File: config.mk
export PLATFORM = sky130hd
export DESIGN_NAME = pmem_arbiter
export DESIGN_NICKNAME = d
export VERILOG_FILES = /design/src/rtl/lc3b_types.sv /design/src/rtl/pmem_arb_starve_ctr.sv /design/src/rtl/pmem_arbiter.sv
export SDC_FILE = /design/constraint.sdc
export NUM_CORES = 1
export LEC_CHECK = 0
export CAP_MARGIN = 10
export CORE_AREA = 2 2 419 421
export CTS_CLUSTER_DIAMETER = 80
export CTS_CLUSTER_SIZE = 25
export DETAILED_ROUTE_END_ITERATION = 7
export DIE_AREA = 0 0 421 423
export SYNTH_ARGS = -nofsm -noshare
export SYNTH_HDL_FRONTEND = slang
export SYNTH_SLANG_ARGS = --single-unit
export TNS_END_PERCENT = 10
File: constraint.sdc
create_clock -name clk -period 3.2 [get_ports clk]
set_clock_uncertainty 0.1 [all_clocks]
set_input_delay 0.48 -clock clk [delete_from_list [all_inputs] [get_ports clk]]
set_output_delay 0.48 -clock clk [all_outputs]
set_load 0.005 [all_outputs]
File: src/rtl/lc3b_types.sv
`default_nettype none
// ============================================================================
// Module      : lc3b_types (package)
// Description : Shared LC-3b memory-system types, arbiter state encoding and
//               the cache-line tag compare helper.
// Revision    : 1.0 - initial release
// ============================================================================
package lc3b_types;

    typedef logic [15:0]  lc3b_word;
    typedef logic [255:0] lc3b_pmem_data;

    typedef enum logic [1:0] {
        IDLE  = 2'd0,
        READ  = 2'd1,
        WRITE = 2'd2
    } pmem_arb_state_t;

    // True when both addresses fall in the same cache line.
    function automatic logic same_line(input lc3b_word a, input lc3b_word b,
                                       input int unsigned offset_bits);
        return (a >> offset_bits) == (b >> offset_bits);
    endfunction

endpackage
`default_nettype wire

File: src/rtl/pmem_arb_starve_ctr.sv
`default_nettype none
// ============================================================================
// Module      : pmem_arb_starve_ctr
// Description : Saturating count of reads granted while a write waits.
// Revision    : 1.0 - initial release
// ============================================================================
module pmem_arb_starve_ctr #(
    parameter int unsigned LIMIT = 4
) (
    input  logic clk,
    input  logic rst_n,
    input  logic inc,
    input  logic clr,
    output logic at_limit
);

    localparam int unsigned CNT_W = (LIMIT < 1) ? 1 : $clog2(LIMIT + 1);
    localparam logic [CNT_W-1:0] C_LIMIT = CNT_W'(LIMIT);
    localparam logic [CNT_W-1:0] C_ONE   = CNT_W'(1);

    logic [CNT_W-1:0] r_cnt;

    always_ff @(posedge clk or negedge rst_n) begin
        if (!rst_n) begin
            r_cnt <= '0;
        end else if (clr) begin
            r_cnt <= '0;
        end else if (inc && (r_cnt != C_LIMIT)) begin
            r_cnt <= r_cnt + C_ONE;
        end
    end

    assign at_limit = (r_cnt == C_LIMIT);

endmodule
`default_nettype wire

File: src/rtl/pmem_arbiter.sv
`default_nettype none
// ============================================================================
// Module      : pmem_arbiter
// Description : Shares the pmem port between L2 fills and eviction drains.
//               Optional macro PMEM_ARB_FWD_EN forwards same-line hazards.
// Revision    : 1.0 - initial release
// ============================================================================
module pmem_arbiter
    import lc3b_types::*;
#(
    parameter int unsigned ADDR_W       = 16,
    parameter int unsigned LINE_W       = 256,
    parameter int unsigned OFFSET_BITS  = 5,
    parameter int unsigned STARVE_LIMIT = 4
) (
    input  logic              clk,
    input  logic              rst_n,
    input  logic              l2_pmem_read,
    input  logic [ADDR_W-1:0] l2_pmem_raddress,
    output logic              l2_pmem_resp,
    output logic [LINE_W-1:0] l2_pmem_rdata,
    input  logic              ewb_valid,
    input  logic [ADDR_W-1:0] ewb_address,
    input  logic [LINE_W-1:0] ewb_wdata,
    output logic              ewb_done,
    output logic              pmem_read,
    output logic              pmem_write,
    output logic [ADDR_W-1:0] pmem_address,
    output logic [LINE_W-1:0] pmem_wdata,
    input  logic [LINE_W-1:0] pmem_rdata,
    input  logic              pmem_resp
);

    pmem_arb_state_t   r_state;
    logic [ADDR_W-1:0] r_addr;
    logic [LINE_W-1:0] r_wdata;
    logic              r_pmem_read;
    logic              r_pmem_write;

    logic w_idle;
    logic w_hazard;
    logic w_at_limit;
    logic w_fwd;
    logic w_grant_write;
    logic w_grant_read;
    logic w_starve_inc;
    logic w_starve_clr;

    assign w_idle   = (r_state == IDLE);
    assign w_hazard = ewb_valid && l2_pmem_read &&
                      same_line(lc3b_word'(l2_pmem_raddress),
                                lc3b_word'(ewb_address), OFFSET_BITS);

`ifdef PMEM_ARB_FWD_EN
    // A same-line read is served from the eviction buffer unless the write is overdue.
    assign w_fwd         = w_idle && w_hazard && !w_at_limit;
    assign w_grant_write = w_idle && ewb_valid && (w_at_limit || !l2_pmem_read);
`else
    assign w_fwd         = 1'b0;
    assign w_grant_write = w_idle && ewb_valid &&
                           (w_hazard || w_at_limit || !l2_pmem_read);
`endif
    assign w_grant_read  = w_idle && l2_pmem_read && !w_grant_write && !w_fwd;

    assign w_starve_inc  = w_grant_read && ewb_valid;
    assign w_starve_clr  = w_grant_write || (w_idle && !ewb_valid);

    pmem_arb_starve_ctr #(
        .LIMIT    (STARVE_LIMIT)
    ) u_starve_ctr (
        .clk      (clk),
        .rst_n    (rst_n),
        .inc      (w_starve_inc),
        .clr      (w_starve_clr),
        .at_limit (w_at_limit)
    );

    always_ff @(posedge clk or negedge rst_n) begin
        if (!rst_n) begin
            r_state      <= IDLE;
            r_addr       <= '0;
            r_wdata      <= '0;
            r_pmem_read  <= 1'b0;
            r_pmem_write <= 1'b0;
        end else begin
            case (r_state)
                IDLE: begin
                    if (w_grant_write) begin
                        r_state      <= WRITE;
                        r_addr       <= ewb_address;
                        r_wdata      <= ewb_wdata;
                        r_pmem_write <= 1'b1;
                    end else if (w_grant_read) begin
                        r_state      <= READ;
                        r_addr       <= l2_pmem_raddress;
                        r_pmem_read  <= 1'b1;
                    end
                end
                READ: begin
                    if (pmem_resp) begin
                        r_state     <= IDLE;
                        r_pmem_read <= 1'b0;
                    end
                end
                WRITE: begin
                    if (pmem_resp) begin
                        r_state      <= IDLE;
                        r_pmem_write <= 1'b0;
                    end
                end
                default: begin
                    r_state      <= IDLE;
                    r_pmem_read  <= 1'b0;
                    r_pmem_write <= 1'b0;
                end
            endcase
        end
    end

    assign pmem_read     = r_pmem_read;
    assign pmem_write    = r_pmem_write;
    assign pmem_address  = r_addr;
    assign pmem_wdata    = r_wdata;

    assign l2_pmem_resp  = (r_pmem_read && pmem_resp) || w_fwd;
    assign l2_pmem_rdata = w_fwd                      ? ewb_wdata  :
                           (r_pmem_read && pmem_resp) ? pmem_rdata : '0;
    assign ewb_done      = r_pmem_write && pmem_resp;

endmodule
`default_nettype wire

# Word level (Yosys, flattened, before mapping)
# Index checks and enable logic that the tools add are counted.
word_totals:
  ramBits: 0
  wordCells: 62
  mem_bits_ro: 0
  inputBits: 549
  mem_count: 0
  latch_bits: 0
  register_bits: 279
op_classes:
  shifts: 0
  n_reduce_logical: 26
  n_lt_le_gt_ge: 0
  n_mul: 0
  bitwise_logic: 2
  eq_ne: 12
  muxes: 15
  addsub: 1
  div_mod_pow: 0
op_table:
  columns: ["op", "n"]
  rows:
  - ["two-way mux 256 bit", 1]
  - ["two-way mux 16 bit", 2]
  - ["== test 11 bit", 1]
  - ["logical AND 1 bit", 11]
  - ["two-way mux 2 bit", 3]
  - ["two-way mux 3 bit", 2]
  - ["!= test 2 x 1 -> 1 bit, second input constant", 3]
  - ["!= test 2 bit, second input constant", 3]
  - ["one-hot mux 1 bit (3 select lines)", 2]
  - ["AND reduction 2 bit", 3]
  - ["two-way mux 1 bit", 4]
  - ["one-hot mux 2 bit (2 select lines)", 1]
  - ["AND reduction 4 bit", 1]
  - ["nonzero test 2 bit", 2]
  - ["adder 3 x 1 -> 3 bit, second input constant", 1]
  - ["== test 3 bit, second input constant", 1]
  - ["logical NOT 1 bit", 3]
  - ["logical OR 1 bit", 3]
  - ["!= test 3 x 1 -> 1 bit, second input constant", 1]
  - ["!= test 3 bit, second input constant", 1]
  - ["AND reduction 3 bit", 1]
  - ["== test 2 x 1 -> 1 bit, second input constant", 1]
  - ["== test 2 bit, second input constant", 1]
  - ["logical NOT 2 bit", 1]
  - ["2 further kinds", 3]

# Depth between registers and ports, before layout
logic_depth:
  word_depth: 11
  depth_mapped: 9
  depth_no_buf: 7

# Cells and area by module
# Synthesis repeated with hierarchy kept, for this count alone.
unflattened:
  cells_unflattened: 971
  area_unflattened_um2: 13798.2
by_module_without_submodules:
  columns: ["mod", "seq_area_each_um2", "n_inst", "area_each_um2", "cells_each"]
  rows:
  - ["pmem_arbiter", 6906.6, 1, 13600.5, 953]
  - ["pmem_arb_starve_ctr", 75.1, 1, 197.7, 18]

# Least setup slack after synthesis
# OpenSTA, ideal clock, no wires.
synth_path:
  kind: "reg2reg"
  from: "register r_state[0]"
  to: "register r_addr[10] (netlist: pmem_address[10])"
  path_slack_ns: 1.027
  arrival_time_ns: 1.948
  path_buffers: 2
  t_required_ns: 2.975
  stages_incl_launch_ff: 8
  setup_ns: 0.125
  path_cell_list: "dfrtp_1 inv_1 ha_1 clkbuf_1 nand2_1 clkbuf_1 mux2_2 mux2_2"
synth_via:
  elab_chain_len: 7
synth_rtl:
  columns: ["element", "line", "rtl"]
  rows:
  - ["from (decl)", "pmem_arbiter.sv:34", "pmem_arb_state_t r_state;"]
  - ["from (signal assigned)", "pmem_arbiter.sv:80", "r_state <= IDLE;"]
  - ["from (signal assigned)", "pmem_arbiter.sv:89", "r_state <= WRITE;"]
  - ["from (signal assigned)", "pmem_arbiter.sv:94", "r_state <= READ;"]
  - ["logical NOT 2 bit (*)", "pmem_arbiter.sv:49", "assign w_idle = (r_state == IDLE);"]
  - ["net w_idle", "pmem_arbiter.sv:40", "logic w_idle;"]
  - ["logical AND 1 bit (2 in series)", "pmem_arbiter.sv:60", "assign w_grant_write = w_idle && ewb_valid &&"]
  - ["logical NOT 1 bit", "pmem_arbiter.sv:63", "assign w_grant_read = w_idle && l2_pmem_read && !w_grant_write && !w_fwd;"]
  - ["logical AND 1 bit", "pmem_arbiter.sv:63", null]
  - ["nonzero test 2 bit (no line)", null, null]
  - ["AND reduction 2 bit (no line)", null, null]
  - ["to (signal assigned)", "pmem_arbiter.sv:90", "r_addr <= ewb_address;"]
  - ["to (signal assigned)", "pmem_arbiter.sv:95", "r_addr <= l2_pmem_raddress;"]
  - ["to (decl)", "pmem_arbiter.sv:35", "logic [ADDR_W-1:0] r_addr;"]
# Mark *: on every way through the listed nets, which the timed path passes. The rest lies on a longest branch.
# A chain may end at the register's enable or synchronous reset.

# Worst setup path in the final report
layout_path:
  from: "register r_pmem_read (netlist: pmem_read)"
  to: "output port l2_pmem_rdata[178]"
layout_via:
  elab_chain_len: 2
layout_rtl:
  columns: ["element", "line", "rtl"]
  rows:
  - ["from (decl)", "pmem_arbiter.sv:37", "logic r_pmem_read;"]
  - ["from (signal assigned)", "pmem_arbiter.sv:83", "r_pmem_read <= 1'b0;"]
  - ["from (signal assigned)", "pmem_arbiter.sv:96", "r_pmem_read <= 1'b1;"]
  - ["from (signal assigned)", "pmem_arbiter.sv:102", "r_pmem_read <= 1'b0;"]
  - ["logical AND 1 bit", "pmem_arbiter.sv:127", "(r_pmem_read && pmem_resp) ? pmem_rdata : '0;"]
  - ["two-way mux 256 bit", "pmem_arbiter.sv:127", null]
  - ["to (decl)", "pmem_arbiter.sv:21", "output logic [LINE_W-1:0] l2_pmem_rdata,"]
# No other way between the ends.

==> flow_summary.ini <==
[status]
status = finished, final reports clean

[critical_path]
cp-start-kind = flip-flop
critPathKind = flip-flop to output port
cp_max_fo = 41
cp.arrival_ns = 2.51
crit_required_ns = 2.62
crit_path_end_kind = output port

[clock_network]
cts_tree = yes
htreeDepth = 1
cts_root_buffer = clkbuf_16
cts_made_buffers = 28
clk_pin_slew_ns = 0.09
clk_path_buf_depth = 3
clock_sinks = 279
insertion_delay_ns = 0.62

[place]
dp_worst_setup_slack_ns = 0.163
placed_area_sq_um = 26600
dp_hpwl_um = 121000
port_buffers = 1080
place.gp.congestion = 1.00

[pwr]
p_switching_uw = 8560
combPwrFrac_pct = 53.8
power_frac_clock_pct = 17.0
power_density_nw_per_um2 = 806
seqPwrFrac_pct = 29.2
power_uw = 22300
p_sw_share_pct = 38.3
ir_worst_vdd_mv = 0.447
leakagePower_uw = 0.0114
p_int_uw = 13800

[final_layout]
fin_area_sq_um = 27700
fin_util_pct = 16.0
final_cell_mix = clkdlybuf4s50_1, dfrtp_1, and3_1, mux2_2, mux2_4
layout.nets = 2581
syn_to_final_growth_pct = 114
final_common_cell = clkdlybuf4s50_1
drive_above_1_share_pct = 18.9
fill_cells = 19300

[routing]
drtAntennaViolNets = 0
drt_iter0_markers = 648
drc = 0
first_pass_iters = 5
wl_per_cell_um = 31.0
wirelength_um = 136000
vias_per_cell = 3.01
vias = 13200

[logic_synthesis]
synth_warnings = 0
syn_inst = 973
synth_top_area_share_pct = 53.9
synth_area_leaders = dfrtp_1, mux2_2, and3_1, mux2_4, clkbuf_1
syn-num-nets = 1527
synth_area_sq_um = 13000
synth-edff-count = 0
synth_cell_type_count = 28
syn_avg_cell_area_sq_um = 13.3
ys_ff_latch = 279
seq_area_frac_synth_pct = 53.9
ys.flop_type = dfrtp_1
synthArstFlopShare_pct = 100
yosys.area.top_type = dfrtp_1

[sta]
rsz0062_at_grt = yes
tightest_slew_ns = 0.712
hold_ws_ns = 0.343
slew_violations = 0
relSlewSlack_pct = 52.5
worst_slack_ns = 0.109
finalHoldViolCount = 0
period_needed_ns = 3.09
max_freq_mhz = 324
setup_viol = 0
period_share_pct = 96.6

[floorplanning]
rows = 153
num_io_pins = 1081
core_sq_um = 173000
start_util_pct = 7.48
die_h_um = 423
die_area_sq_um = 178000
die_x_um = 421

[global_routing]
grt_pass1_wl_um = 166000
overflow = 0
grt_pass1_vias = 13300
grt_max_degree = 92
grt_usage_pct = 14.6
antenna_found_initial = 119

[hold_path]
hp-class = input pin to flip-flop

[run]
max-cap-violations = 0
per-layer routing:
layer	part of all wire, %	GRT usage, %	vias up	routed length, um
li1	-	-	5605	-
met1	31	13.5	6565	42700
met2	54	28.1	727	73600
met3	11	7.00	297	14700
met4	3.8	4.24	4	5140
met5	0.020	0	-	27
layout make-up:
cell class,count,area [sq um],area share (%)
Timing Repair Buffer,1113,11200,40.4
Sequential cell,279,6990,25.2
Multi-Input combinational cell,597,5520,19.9
Tap cell,2325,2910,10.5
Clock buffer,29,714,2.58
Clock inverter,23,323,1.17
Antenna cell,14,35.0,0.126
Inverter,8,30.0,0.108
state kept, by name (all words and copies together) (netlist names):
register	count
pmem_address	16
pmem_read	1
pmem_write	1
pmem_wdata	256
r_state	2
u_starve_ctr.r_cnt	3
logic make-up (layout without fill, tap and decap cells):
group	after synthesis	after routing	synth area share [%]
xor+xnor	11	11	0.743
flops	279	279	53.9
fa+ha+maj	5	5	0.483
compound gates	17	17	0.869
mux	288	288	27.3
other cells	0	14	0
simple gates	276	276	13.2
buf+inv	97	1173	3.52
critical path, stage by stage, from the launching register on:
cell and delay, ns:
dfrtp_4 0.54, buf_4 0.36, and3_1 0.35, clkdlybuf4s50_1 0.62
cells in the mapped netlist, types with 3 or more instances:
library cell,instances
mux2_4,80
mux2_2,208
inv_1,8
buf_2,20
o211ai_1,3
nand2_1,8
nand3_1,3
xnor2_1,11
a21oi_1,5
dfrtp_1,279
and3_1,256
clkbuf_1,60
ha_1,5
buf_6,9
worst paths after layout:
kind,from,end,slack (ns),cells past startpoint
hold reg to reg,pmem_wdata[4],pmem_wdata[4],0.41,1
min in group asynchronous,rst_n,pmem_wdata[130],0.35,2
setup / recovery,pmem_read,l2_pmem_rdata[178],0.11,3
setup reg to reg,u_starve_ctr.r_cnt[0],pmem_wdata[64],0.69,8
max in group asynchronous,rst_n,pmem_wdata[176],1.77,3
hold / removal,ewb_wdata[234],pmem_wdata[234],0.34,2
power by group through the flow:
stage	Sequential (uW)	Combinational (uW)	Clock (uW)
after floorplan	6380	3370	0
after global placement	6540	12000	0
after detailed placement	6550	12000	0
after CTS	6520	12200	3950
after global routing	6730	12700	4050
final	6520	12000	3790
what timing repair did:
item	4_1_cts	5_1_grt
endpoints found under the hold margin	62	0
setup endpoints to repair	108	10
resized for setup	6	3
buffers inserted	3	0
hold buffers	1	0
through the flow:
| step | TNS, ns | cells |
|---|---|---|
| 2_1_floorplan | 0 | 973 |
| 3_3_place_gp | 0 | 4318 |
| 4_1_cts | 0 | 4374 |
| 5_1_grt | -0.00180 | 4383 |
| 3_5_place_dp | 0 | 4318 |
| 6_report | 0 | 4388 |
Power figures use the tool's default switching activity.
